`src/rtl/mmu_port_arbiter_pkg.sv`:
```
// mmu_port_arbiter_pkg: shared definitions for the MMU port arbiter.
// Holds the arbiter FSM state encodings, requester IDs and the watchdog default.
// These live next to the pipeline exception and hazard codes used elsewhere in the core.
package mmu_port_arbiter_pkg;

  // Pipeline exception cause codes.
  localparam logic [3:0] ExcInstrAccessFault = 4'd1;
  localparam logic [3:0] ExcLoadAccessFault  = 4'd5;
  localparam logic [3:0] ExcStoreAccessFault = 4'd7;

  // Hazard unit request codes.
  localparam logic [1:0] HazNone     = 2'd0;
  localparam logic [1:0] HazStall    = 2'd1;
  localparam logic [1:0] HazFlushAll = 2'd2;

  // Arbiter FSM states.
  typedef enum logic [1:0] {
    StIdle  = 2'd0,
    StGntI  = 2'd1,
    StGntD  = 2'd2,
    StDrain = 2'd3
  } arb_state_e;

  // Owner of the shared walker/memory port.
  typedef enum logic {
    ReqImem = 1'b0,
    ReqDmem = 1'b1
  } req_id_e;

  // Watchdog limit used when ARB_TIMEOUT_EN is defined.
  localparam int unsigned TimeoutCyclesDefault = 256;

endpackage

```
`src/rtl/arb_timeout_ctr.sv`:
```
// arb_timeout_ctr: watchdog for one shared-port transaction.
// Counts cycles while i_run is high; o_expired flags the last allowed cycle so the
// arbiter can abandon the request on that edge. Cleared whenever i_run is low.
// Ports: clk, rst (async active-high), i_run (m_req active), o_expired.
// Only instantiated when ARB_TIMEOUT_EN is defined.
module arb_timeout_ctr #(
  parameter int unsigned LIMIT = 256
) (
  input  logic clk,
  input  logic rst,
  input  logic i_run,
  output logic o_expired
);

  localparam int unsigned CntW = $clog2(LIMIT + 1);

  logic [CntW-1:0] r_cnt;

  // Cycle index of the current m_req-high cycle; expiry on index LIMIT-1 gives
  // exactly LIMIT cycles of m_req.
  assign o_expired = i_run && (r_cnt == CntW'(LIMIT - 1));

  always_ff @(posedge clk or posedge rst) begin
    if (rst) begin
      r_cnt <= '0;
    end else if (!i_run) begin
      r_cnt <= '0;
    end else if (!o_expired) begin
      r_cnt <= r_cnt + CntW'(1);
    end
  end

endmodule

```
`src/rtl/mmu_port_arbiter.sv`:
```
// mmu_port_arbiter: arbitrates IMEM and DMEM MMU requests onto one walker/memory port.
// Ports:
//   clk, rst               clock, asynchronous active-high reset
//   i_req/i_addr           IMEM request (held until i_ack); i_ack/i_rdata/i_fault response
//   d_req/d_we/d_addr/d_wdata  DMEM request; d_ack/d_rdata/d_fault response
//   flush                  FLUSH_ALL from hazard unit (cancels an in-flight IMEM request)
//   m_req/m_we/m_addr/m_wdata  shared port request; m_ready/m_rdata/m_fault completion
//   stall_IMEM, stall_DMEM stall requests to hazard unit
// DMEM has priority unless IMEM has been passed over STARVE_LIMIT times in a row.
// Optional watchdog: define ARB_TIMEOUT_EN to abandon a request after TIMEOUT_CYCLES.
module mmu_port_arbiter
  import mmu_port_arbiter_pkg::*;
#(
  parameter int unsigned STARVE_LIMIT   = 4,
  parameter int unsigned TIMEOUT_CYCLES = TimeoutCyclesDefault
) (
  input  logic        clk,
  input  logic        rst,
  input  logic        i_req,
  input  logic [31:0] i_addr,
  output logic        i_ack,
  output logic [31:0] i_rdata,
  output logic        i_fault,
  input  logic        d_req,
  input  logic        d_we,
  input  logic [31:0] d_addr,
  input  logic [31:0] d_wdata,
  output logic        d_ack,
  output logic [31:0] d_rdata,
  output logic        d_fault,
  input  logic        flush,
  output logic        m_req,
  output logic        m_we,
  output logic [31:0] m_addr,
  output logic [31:0] m_wdata,
  input  logic        m_ready,
  input  logic [31:0] m_rdata,
  input  logic        m_fault,
  output logic        stall_IMEM,
  output logic        stall_DMEM
);

  localparam int unsigned StarveW = $clog2(STARVE_LIMIT + 1);

  arb_state_e         r_state;
  req_id_e            r_owner;
  logic [StarveW-1:0] r_starve;
  logic               r_m_req;
  logic               r_m_we;
  logic [31:0]        r_m_addr;
  logic [31:0]        r_m_wdata;
  logic               r_i_ack;
  logic [31:0]        r_i_rdata;
  logic               r_i_fault;
  logic               r_d_ack;
  logic [31:0]        r_d_rdata;
  logic               r_d_fault;

  logic w_timeout;
  logic w_ack_busy;
  logic w_grant_d;
  logic w_grant_i;

`ifdef ARB_TIMEOUT_EN
  arb_timeout_ctr #(
    .LIMIT (TIMEOUT_CYCLES)
  ) u_timeout (
    .clk       (clk),
    .rst       (rst),
    .i_run     (r_m_req),
    .o_expired (w_timeout)
  );
`else
  assign w_timeout = 1'b0;
`endif

  // While an ack is pulsing the acked requester still shows req high; grants wait a
  // cycle so that stale request is never served twice.
  assign w_ack_busy = r_i_ack | r_d_ack;
  assign w_grant_d  = d_req && (!i_req || (r_starve < StarveW'(STARVE_LIMIT)));
  assign w_grant_i  = i_req && !flush;

  always_ff @(posedge clk or posedge rst) begin
    if (rst) begin
      r_state   <= StIdle;
      r_owner   <= ReqImem;
      r_starve  <= '0;
      r_m_req   <= 1'b0;
      r_m_we    <= 1'b0;
      r_m_addr  <= '0;
      r_m_wdata <= '0;
      r_i_ack   <= 1'b0;
      r_i_rdata <= '0;
      r_i_fault <= 1'b0;
      r_d_ack   <= 1'b0;
      r_d_rdata <= '0;
      r_d_fault <= 1'b0;
    end else begin
      r_i_ack <= 1'b0;
      r_d_ack <= 1'b0;
      unique case (r_state)
        StIdle: begin
          if (!w_ack_busy) begin
            if (w_grant_d) begin
              r_state   <= StGntD;
              r_owner   <= ReqDmem;
              r_m_req   <= 1'b1;
              r_m_we    <= d_we;
              r_m_addr  <= d_addr;
              r_m_wdata <= d_wdata;
              if (i_req && (r_starve != StarveW'(STARVE_LIMIT))) begin
                r_starve <= r_starve + StarveW'(1);
              end
            end else if (w_grant_i) begin
              r_state   <= StGntI;
              r_owner   <= ReqImem;
              r_m_req   <= 1'b1;
              r_m_we    <= 1'b0;
              r_m_addr  <= i_addr;
              r_m_wdata <= '0;
              r_starve  <= '0;
            end
          end
        end
        StGntI: begin
          if (m_ready) begin
            // Completion wins over a simultaneous flush.
            r_state   <= StIdle;
            r_m_req   <= 1'b0;
            r_i_ack   <= 1'b1;
            r_i_fault <= m_fault;
            r_i_rdata <= m_fault ? 32'h0 : m_rdata;
          end else if (w_timeout) begin
            r_state   <= StIdle;
            r_m_req   <= 1'b0;
            r_i_ack   <= 1'b1;
            r_i_fault <= 1'b1;
            r_i_rdata <= '0;
          end else if (flush) begin
            r_state <= StDrain;
          end
        end
        StGntD: begin
          if (m_ready) begin
            r_state   <= StIdle;
            r_m_req   <= 1'b0;
            r_d_ack   <= 1'b1;
            r_d_fault <= m_fault;
            r_d_rdata <= m_fault ? 32'h0 : m_rdata;
          end else if (w_timeout) begin
            r_state   <= StIdle;
            r_m_req   <= 1'b0;
            r_d_ack   <= 1'b1;
            r_d_fault <= 1'b1;
            r_d_rdata <= '0;
          end
        end
        StDrain: begin
          // Flushed IMEM request: keep the port request until it completes, drop the data.
          if (m_ready || w_timeout) begin
            r_state <= StIdle;
            r_m_req <= 1'b0;
          end
        end
        default: r_state <= StIdle;
      endcase
    end
  end

  assign m_req      = r_m_req;
  assign m_we       = r_m_we;
  assign m_addr     = r_m_addr;
  assign m_wdata    = r_m_wdata;
  assign i_ack      = r_i_ack;
  assign i_rdata    = r_i_rdata;
  assign i_fault    = r_i_fault;
  assign d_ack      = r_d_ack;
  assign d_rdata    = r_d_rdata;
  assign d_fault    = r_d_fault;
  assign stall_IMEM = i_req & ~r_i_ack;
  assign stall_DMEM = d_req & ~r_d_ack;

endmodule

```
`config.mk`:
```
export PLATFORM = sky130hd
export DESIGN_NAME = mmu_port_arbiter
export DESIGN_NICKNAME = d
export VERILOG_FILES = /design/src/rtl/mmu_port_arbiter_pkg.sv /design/src/rtl/arb_timeout_ctr.sv /design/src/rtl/mmu_port_arbiter.sv
export SDC_FILE = /design/constraint.sdc
export NUM_CORES = 1
export LEC_CHECK = 0
export ABC_AREA = 1
export CAP_MARGIN = 20
export CORE_AREA = 2 2 119 121
export CTS_CLUSTER_DIAMETER = 30
export DETAILED_ROUTE_END_ITERATION = 7
export DIE_AREA = 0 0 121 123
export PLACE_DENSITY = 0.83
export SETUP_SLACK_MARGIN = 0.05
export SLEW_MARGIN = 20
export SYNTH_ARGS = -nofsm -noshare
export SYNTH_HDL_FRONTEND = slang
export SYNTH_HIERARCHICAL = 1
export SYNTH_SLANG_ARGS = --single-unit
export TNS_END_PERCENT = 5
```
`constraint.sdc`:
```
create_clock -name clk -period 13.12 [get_ports clk]
set_input_delay 2.624 -clock clk [delete_from_list [all_inputs] [get_ports clk]]
set_output_delay 2.624 -clock clk [all_outputs]
set_load 0.02 [all_outputs]
```
Yosys cells after proc, flatten, opt, wreduce, memory -nomap -nowiden

Cells that the tools add are included.

Input bits: 136
Register bits: 139
Memories: 0
Bits in writable memories: 0
Bits in latches: 0
ROM bits: 0
Word-level logic and storage cells: 71

Magnitude comparators: 1
Multiplexer cells: 25
Shift operators: 0
Reduce and logical (&&, ||, !) cells: 16
Multipliers: 0
Bitwise logic cells: 6
Add/sub/neg operators: 1
Equality and inequality tests: 10
Divide/modulo/power cells: 0

Operators with widths:

| kind                                                                    | count |
|---|---|
| 32-bit two-way mux                                                      | 5 |
| 2-bit two-way mux                                                       | 6 |
| 1-bit two-way mux                                                       | 9 |
| 3-bit two-way mux                                                       | 3 |
| 3-bit inequality test, second input constant                            | 3 |
| 4-bit AND reduction                                                     | 2 |
| 2-bit by 1-bit inequality test with 1-bit output, second input constant | 3 |
| 2-bit one-hot mux with 3 select lines                                   | 1 |
| 3-bit AND reduction                                                     | 2 |
| 2-bit == test, second input constant                                    | 2 |
| 2-bit AND reduction                                                     | 2 |
| 3-bit by 1-bit adder with 3-bit output, second input constant           | 1 |
| 1-bit logical AND                                                       | 3 |
| 3-bit less-than comparator, second input constant                       | 1 |
| 1-bit inverter                                                          | 3 |
| 3-bit OR reduction                                                      | 1 |
| 1-bit bitwise AND                                                       | 2 |
| 2-bit by 1-bit == test with 1-bit output, second input constant         | 1 |
| 1-bit zero test                                                         | 2 |
| 2-bit zero test                                                         | 1 |
| 2-bit inequality test, second input constant                            | 1 |
| 1-bit one-hot mux with 2 select lines                                   | 1 |
| 2-bit nonzero test                                                      | 1 |
| 2-bit OR reduction                                                      | 1 |
| other kinds (2)                                                         | 2 |

Depth between registers and ports, before layout

Gate-level depths: netlist (run 1).

Depth in word-level cells: 6
Mapped depth: 9
Mapped depth without buffers: 7

Worst setup path before layout (run 1)

OpenSTA, ideal clock, no wires.

Kind: in2out
Start point: input port i_req
End point: output port stall_IMEM
Buffers on the path: 0
Stages: 2
Setup slack: 7550 ps
Data arrival time: 2946 ps
Required time: 10496 ps
Cells stage by stage: inv_1 nor2_1

Longest elaborated chain between the ends: 1

RTL lines:

| element            | RTL line                | text |
|---|---|---|
| start: declaration | mmu_port_arbiter.sv:19  | `input logic i_req,` |
| 1-bit bitwise AND  | mmu_port_arbiter.sv:180 | `assign stall_IMEM = i_req & ~r_i_ack;` |
| end: declaration   | mmu_port_arbiter.sv:39  | `output logic stall_IMEM,` |

No other way between the ends.

Final worst setup path (run 1)

Same ends and word-level chain as after synthesis.

==> results of run 1 <==
per-layer routing:
| layer | share of wire | vias up | wire (um) |
|---|---|---|---|
| li1 | - | 2903 | - |
| met1 | 0.40 | 2759 | 7250 |
| met2 | 0.49 | 237 | 8910 |
| met3 | 0.092 | 28 | 1690 |
| met4 | 0.024 | 0 | 432 |
| met5 | 0 | - | 0 |
flip-flops by register name, indices dropped and copies added (netlist names):
register	flops
d_fault	1
m_addr	32
i_fault	1
r_state	2
m_we	1
m_wdata	32
m_req	1
i_rdata	32
d_ack	1
r_starve	3
d_rdata	32
i_ack	1
stage by stage:
step | power (mW) | util
3_5_place_dp | 1.75 | 0.654
6_report | 2.27 | 0.702
2_1_floorplan | 1.26 | -
4_1_cts | 2.29 | 0.702
5_1_grt | 2.40 | 0.702
3_3_place_gp | 1.73 | 0.654
final cells by class:
| type | count | area, um^2 | area share |
|---|---|---|---|
| clock buffers | 21 | 460 | 0.0482 |
| well taps | 180 | 225 | 0.0236 |
| clock inverters | 11 | 191 | 0.0200 |
| flip-flops and latches | 139 | 3480 | 0.364 |
| multi-input cells | 568 | 2250 | 0.236 |
| inverters | 51 | 198 | 0.0207 |
| repair buffers | 276 | 2750 | 0.288 |
power groups by stage:
| stage | Sequential (mW) | Combinational (mW) | Clock, mW |
|---|---|---|---|
| 6_report | 0.717 | 1.03 | 0.525 |
| 3_3_place_gp | 0.714 | 1.01 | 0 |
| 3_5_place_dp | 0.717 | 1.03 | 0 |
| 2_1_floorplan | 0.928 | 0.335 | 0 |
| 5_1_grt | 0.736 | 1.11 | 0.556 |
| 4_1_cts | 0.716 | 1.04 | 0.534 |
cell usage after synthesis, types with 2 or more instances:
library cell and number:
a21oi_1 3, buf_2 20, buf_4 8, buf_6 3, clkbuf_1 8, dfrtp_1 139, ha_1 2, inv_1 44
inv_2 7, nand2_1 476, nand2_2 3, nand3_1 36, nand4_1 2, nor2_1 38, o21ai_0 5
critical path, stage by stage:
cell	delay (ps)
clkdlybuf4s50_1	520
inv_1	80
nor2_1	100
clkdlybuf4s50_1	650
worst max path at each step:
stage	start	endpoint	cells after the start	slack [ps]
floorplan	rst	d_ack	1	6770
global placement	d_req	stall_DMEM	4	6540
detailed placement	d_req	stall_DMEM	4	6530
CTS	d_req	stall_DMEM	4	6520
global route	i_req	stall_IMEM	4	6440
finish	i_req	stall_IMEM	4	6510
kinds of logic (layout without fill, tap and decap cells):
family                   Yosys count  after routing  synth area share
AO/OA/AOI/OAI                      8              8           0.00651
adder cells (fa/ha/maj)            2              2           0.00407
buffers and inverters             90            359            0.0676
flip-flops                       139            139             0.566
AND/OR/NAND/NOR                  558            558             0.356
==> qor.txt, run 1 <==
Crit Reg-Reg Endpoint: m_addr[6]
Worst Path Required: 10500 ps
Std-Cell Rows: 43
DRC viols: 0
Routed WL per cell: 14.7 um
HP Class: flip-flop to flip-flop
Met2 Use GR: 0.421
Core Region: 13600 um^2
Layout area overhead: 55.5%
Slew headroom: 0.377
Yosys warnings: 6
Max cap viols: 0
Largest area contributor in the netlist: dfrtp_1
Clk_lat worst skew: 410 ps
Worst Min Path Start: d_rdata[3]
Layout Cells excl Fill: 1246
EDFF count, synth: 0
Hold WS: 465 ps
WP data arrival: 3980 ps
Num CTS Buffers: 17
Critical Path End Type: output port
Fraction of layout cells with a size suffix above 1: 0.0460
Worst ir drop on vdd: 0.000123 V
First-pass GRT wire length: 28200 um
CTS clock-pin slew for the worst setup and hold paths: 50 ps
Synthesized Nets: 935
Gate Count Post-Synth: 797
Pre-Repair DR Iteration Count: 7
Commonest non-fill, non-tap cell in the layout: nand2_1
IO Count: 272
Largest cells by area after synthesis: dfrtp_1 (57%), nand2_1 (29%), nand3_1 (2.9%), inv_1 (2.7%), nor2_1 (2.3%)
Largest net degree at the start of global routing: 89
Post-layout min period: 6610 ps
Sequential area share after synthesis: 0.566
RR Startpoint: r_starve[2]
Clock network fraction of design power: 0.232
Clock sinks: 139
Slew Viols, Final: 0
Switch Pwr: 0.867 mW
Via count: 5927
Worst hold path cell count: 2
DP Worst Slack: 6530 ps
GP Congestion: 0.835
Syn avg cell area: 7.71 um^2
# diodes: 0
Postcts setup bufs: 0
Chip width: 121 um
Routed wire length: 18300 um
Filler instances: 1100
Max Fclk: 151 MHz
Clock Path Buffers: 2
Grt met1 use: 0.280
Leak: 4.97 nW
Cell Area, Synth: 6150 um^2
CTS resizes: 0
Seq cells post-synth: 139
Commonest cells after routing, fill and taps aside: nand2_1 (476), clkdlybuf4s50_1 (271), dfrtp_1 (139), inv_1 (43), nor2_1 (38)
Register share of total power: 0.316
Sw Share: 0.382
Vias in the first global route: 5668
RSZ-0062 raised after global routing: no
WHS Endpoint: d_rdata[3]
Worst R2R Setup Slack: 10240 ps
Asr flop ratio synth: 1.00
Full die area: 14900 um^2
Crit start category: primary input
Setup TNS: 0 ps
Input/output buffers: 271
DRT iter0 DRCs: 313
Die H: 123 um
Final ANT Viol Nets: 0
Final hold violations: 0
Final worst path period share: 0.503
Top cell type's share of synthesized area: 0.566
CP Class: primary input to output port
Avg Vias per Cell: 4.76
Starting density of the core: 0.452
Slew @ Worst Pin: 934 ps
Reg2Reg Depth: 8
Placed insts: 1214
Clock Skew: 5.19 ps
Hold-fix buffers, CTS: 0
Count of different cell masters after synthesis: 18
Met3 Usage GRT: 0.0872
Final setup margin: 6510 ps
Top FF cell, synth: dfrtp_1
Power Density: 237 nW/um^2
GRT Residual Overflow: 0
Peak fanout along the critical path: 3
Combinational power share: 0.452
H-tree lvl count: 4
Detailed Place HPWL: 12500 um
Initial antenna violation count: 0
Clk root buf: clkbuf_16
Status: finished, final reports clean
Finish-stage setup viols: 0
Pint: 1.40 mW
Gr busiest metal: met2
Nets: 1191
CTS tree: yes
Post-route cell area: 9560 um^2
Area post-placement: 8900 um^2
Overall Global Routing Usage: 0.246
Power figures use the tool's default switching activity.
==> run 2: changes to the inputs <==
Settings changed: CORE_AREA 2 2 119 121 to 2 2 124 126, DIE_AREA 0 0 121 123 to 0 0 126 128, PLACE_DENSITY 0.83 to 0.77.
Clock period 13.12 ns to 6.25 ns, I/O delays scaled along.
==> qor.txt, run 2 (same netlist as run 1, synthesis figures left out) <==
Die H: 128 um
Via count: 5797
Commonest cells after routing, fill and taps aside: nand2_1 (476), clkdlybuf4s50_1 (271), dfrtp_1 (139), inv_1 (43), nor2_1 (38)
IO Count: 272
Hold-fix buffers, CTS: 0
Slew headroom: 0.494
Power Density: 489 nW/um^2
GRT Residual Overflow: 0
Register area: 3480 um^2
Finish-stage setup viols: 0
Max Fclk: 254 MHz
Peak fanout along the critical path: 5
Std-Cell Rows: 45
Final hold violations: 0
# diodes: 0
Core Region: 14900 um^2
DRC viols: 0
Detailed Place HPWL: 12100 um
Slew @ Worst Pin: 759 ps
Commonest non-fill, non-tap cell in the layout: nand2_1
Clk root buf: clkbuf_16
CTS tree: yes
Slew Viols, Final: 0
CP Class: primary input to output port
First-pass GRT wire length: 28400 um
Final ANT Viol Nets: 0
Setup TNS: 0 ps
HP Class: flip-flop to flip-flop
Largest net degree at the start of global routing: 85
H-tree lvl count: 4
Avg Vias per Cell: 4.62
CTS clock-pin slew for the worst setup and hold paths: 60 ps
Starting density of the core: 0.414
Hold WS: 467 ps
Vias in the first global route: 5588
Post-layout min period: 3940 ps
Layout area overhead: 54.6%
Worst Path Required: 5000 ps
Worst ir drop on vdd: 0.000235 V
DRT iter0 DRCs: 270
Nets: 1191
WP data arrival: 2690 ps
Final setup margin: 2310 ps
Clock Skew: 13.6 ps
Most common cell on crit path: clkdlybuf4s50_1
Status: finished, final reports clean
Overall Global Routing Usage: 0.223
CP max stage delay: 630 ps
Num CTS Buffers: 17
GP Congestion: 0.789
Chip width: 126 um
Routed wire length: 18000 um
CTS resizes: 0
Multi-input gate area: 2250 um^2
CP max-delay cell: clkdlybuf4s50_1
Fraction of layout cells with a size suffix above 1: 0.0469
RSZ-0062 raised after global routing: no
Initial antenna violation count: 0
Clk_lat worst skew: 420 ps
Cell Chain, Critical Path: clkdlybuf4s50_1 -> inv_1 -> nor2_1 -> clkdlybuf4s50_1
Full die area: 16100 um^2
Worst R2R Setup Slack: 3980 ps
Pre-Repair DR Iteration Count: 4
Max cap viols: 0
Routed WL per cell: 14.4 um
Input/output buffers: 271
DP Worst Slack: 2330 ps
Crit start category: primary input
Clock Path Buffers: 2
Final worst path period share: 0.630
Filler instances: 1333
Leak: 4.92 nW
Clock sinks: 139
Postcts setup bufs: 0
Critical Path End Type: output port
run 2: layout make-up:
type | count | share of cell area
Clock buffer | 19 | 0.0466
Clock inverter | 13 | 0.0151
Inverter | 51 | 0.0209
Multi-Input combinational cell | 568 | 0.237
Sequential cell | 139 | 0.366
Tap cell | 188 | 0.0248
Timing Repair Buffer | 276 | 0.289
run 2: power by group:
group | internal (mW) | switching [mW] | total [mW]
Clock | 0.600 | 0.400 | 1.00
Combinational | 0.928 | 1.22 | 2.15
Sequential | 1.28 | 0.215 | 1.50
Total | 2.81 | 1.83 | 4.64
run 2: critical path, delay by kind of cell:
family | cells | cell delay [ps]
buffers and inverters | 3 | 1280
and+or+nand+nor | 1 | 160
run 2: path summary, 6_finish.rpt:
check                             from     endpoint  cells after the start
hold / removal             d_rdata[25]  d_rdata[25]                      2
setup reg to reg           r_starve[2]   r_state[1]                      8
setup / recovery                 d_req   stall_DMEM                      4
min in group asynchronous          rst   m_wdata[7]                      2
hold reg to reg            d_rdata[25]  d_rdata[25]                      2
max in group asynchronous          rst  m_wdata[27]                      3
run 2: metrics by stage:
step	instances	instance area, um^2	total power [mW]	utilization
2_1_floorplan	797	6150	2.65	-
6_report	1254	9500	4.64	0.639
3_5_place_dp	1222	8920	3.67	0.600
4_1_cts	1254	9500	4.70	0.639
5_1_grt	1254	9500	4.93	0.639
3_3_place_gp	1222	8910	3.64	0.600
run 2: layer usage:
| layer | up-vias | wire, um | part of all wire | GRT usage |
|---|---|---|---|---|
| met5 | - | 0 | 0 | 0 |
| met4 | 0 | 325 | 0.018 | 0.0802 |
| met3 | 21 | 1340 | 0.074 | 0.0726 |
| met2 | 195 | 8570 | 0.48 | 0.360 |
| met1 | 2689 | 7810 | 0.43 | 0.283 |
| li1 | 2892 | - | - | - |
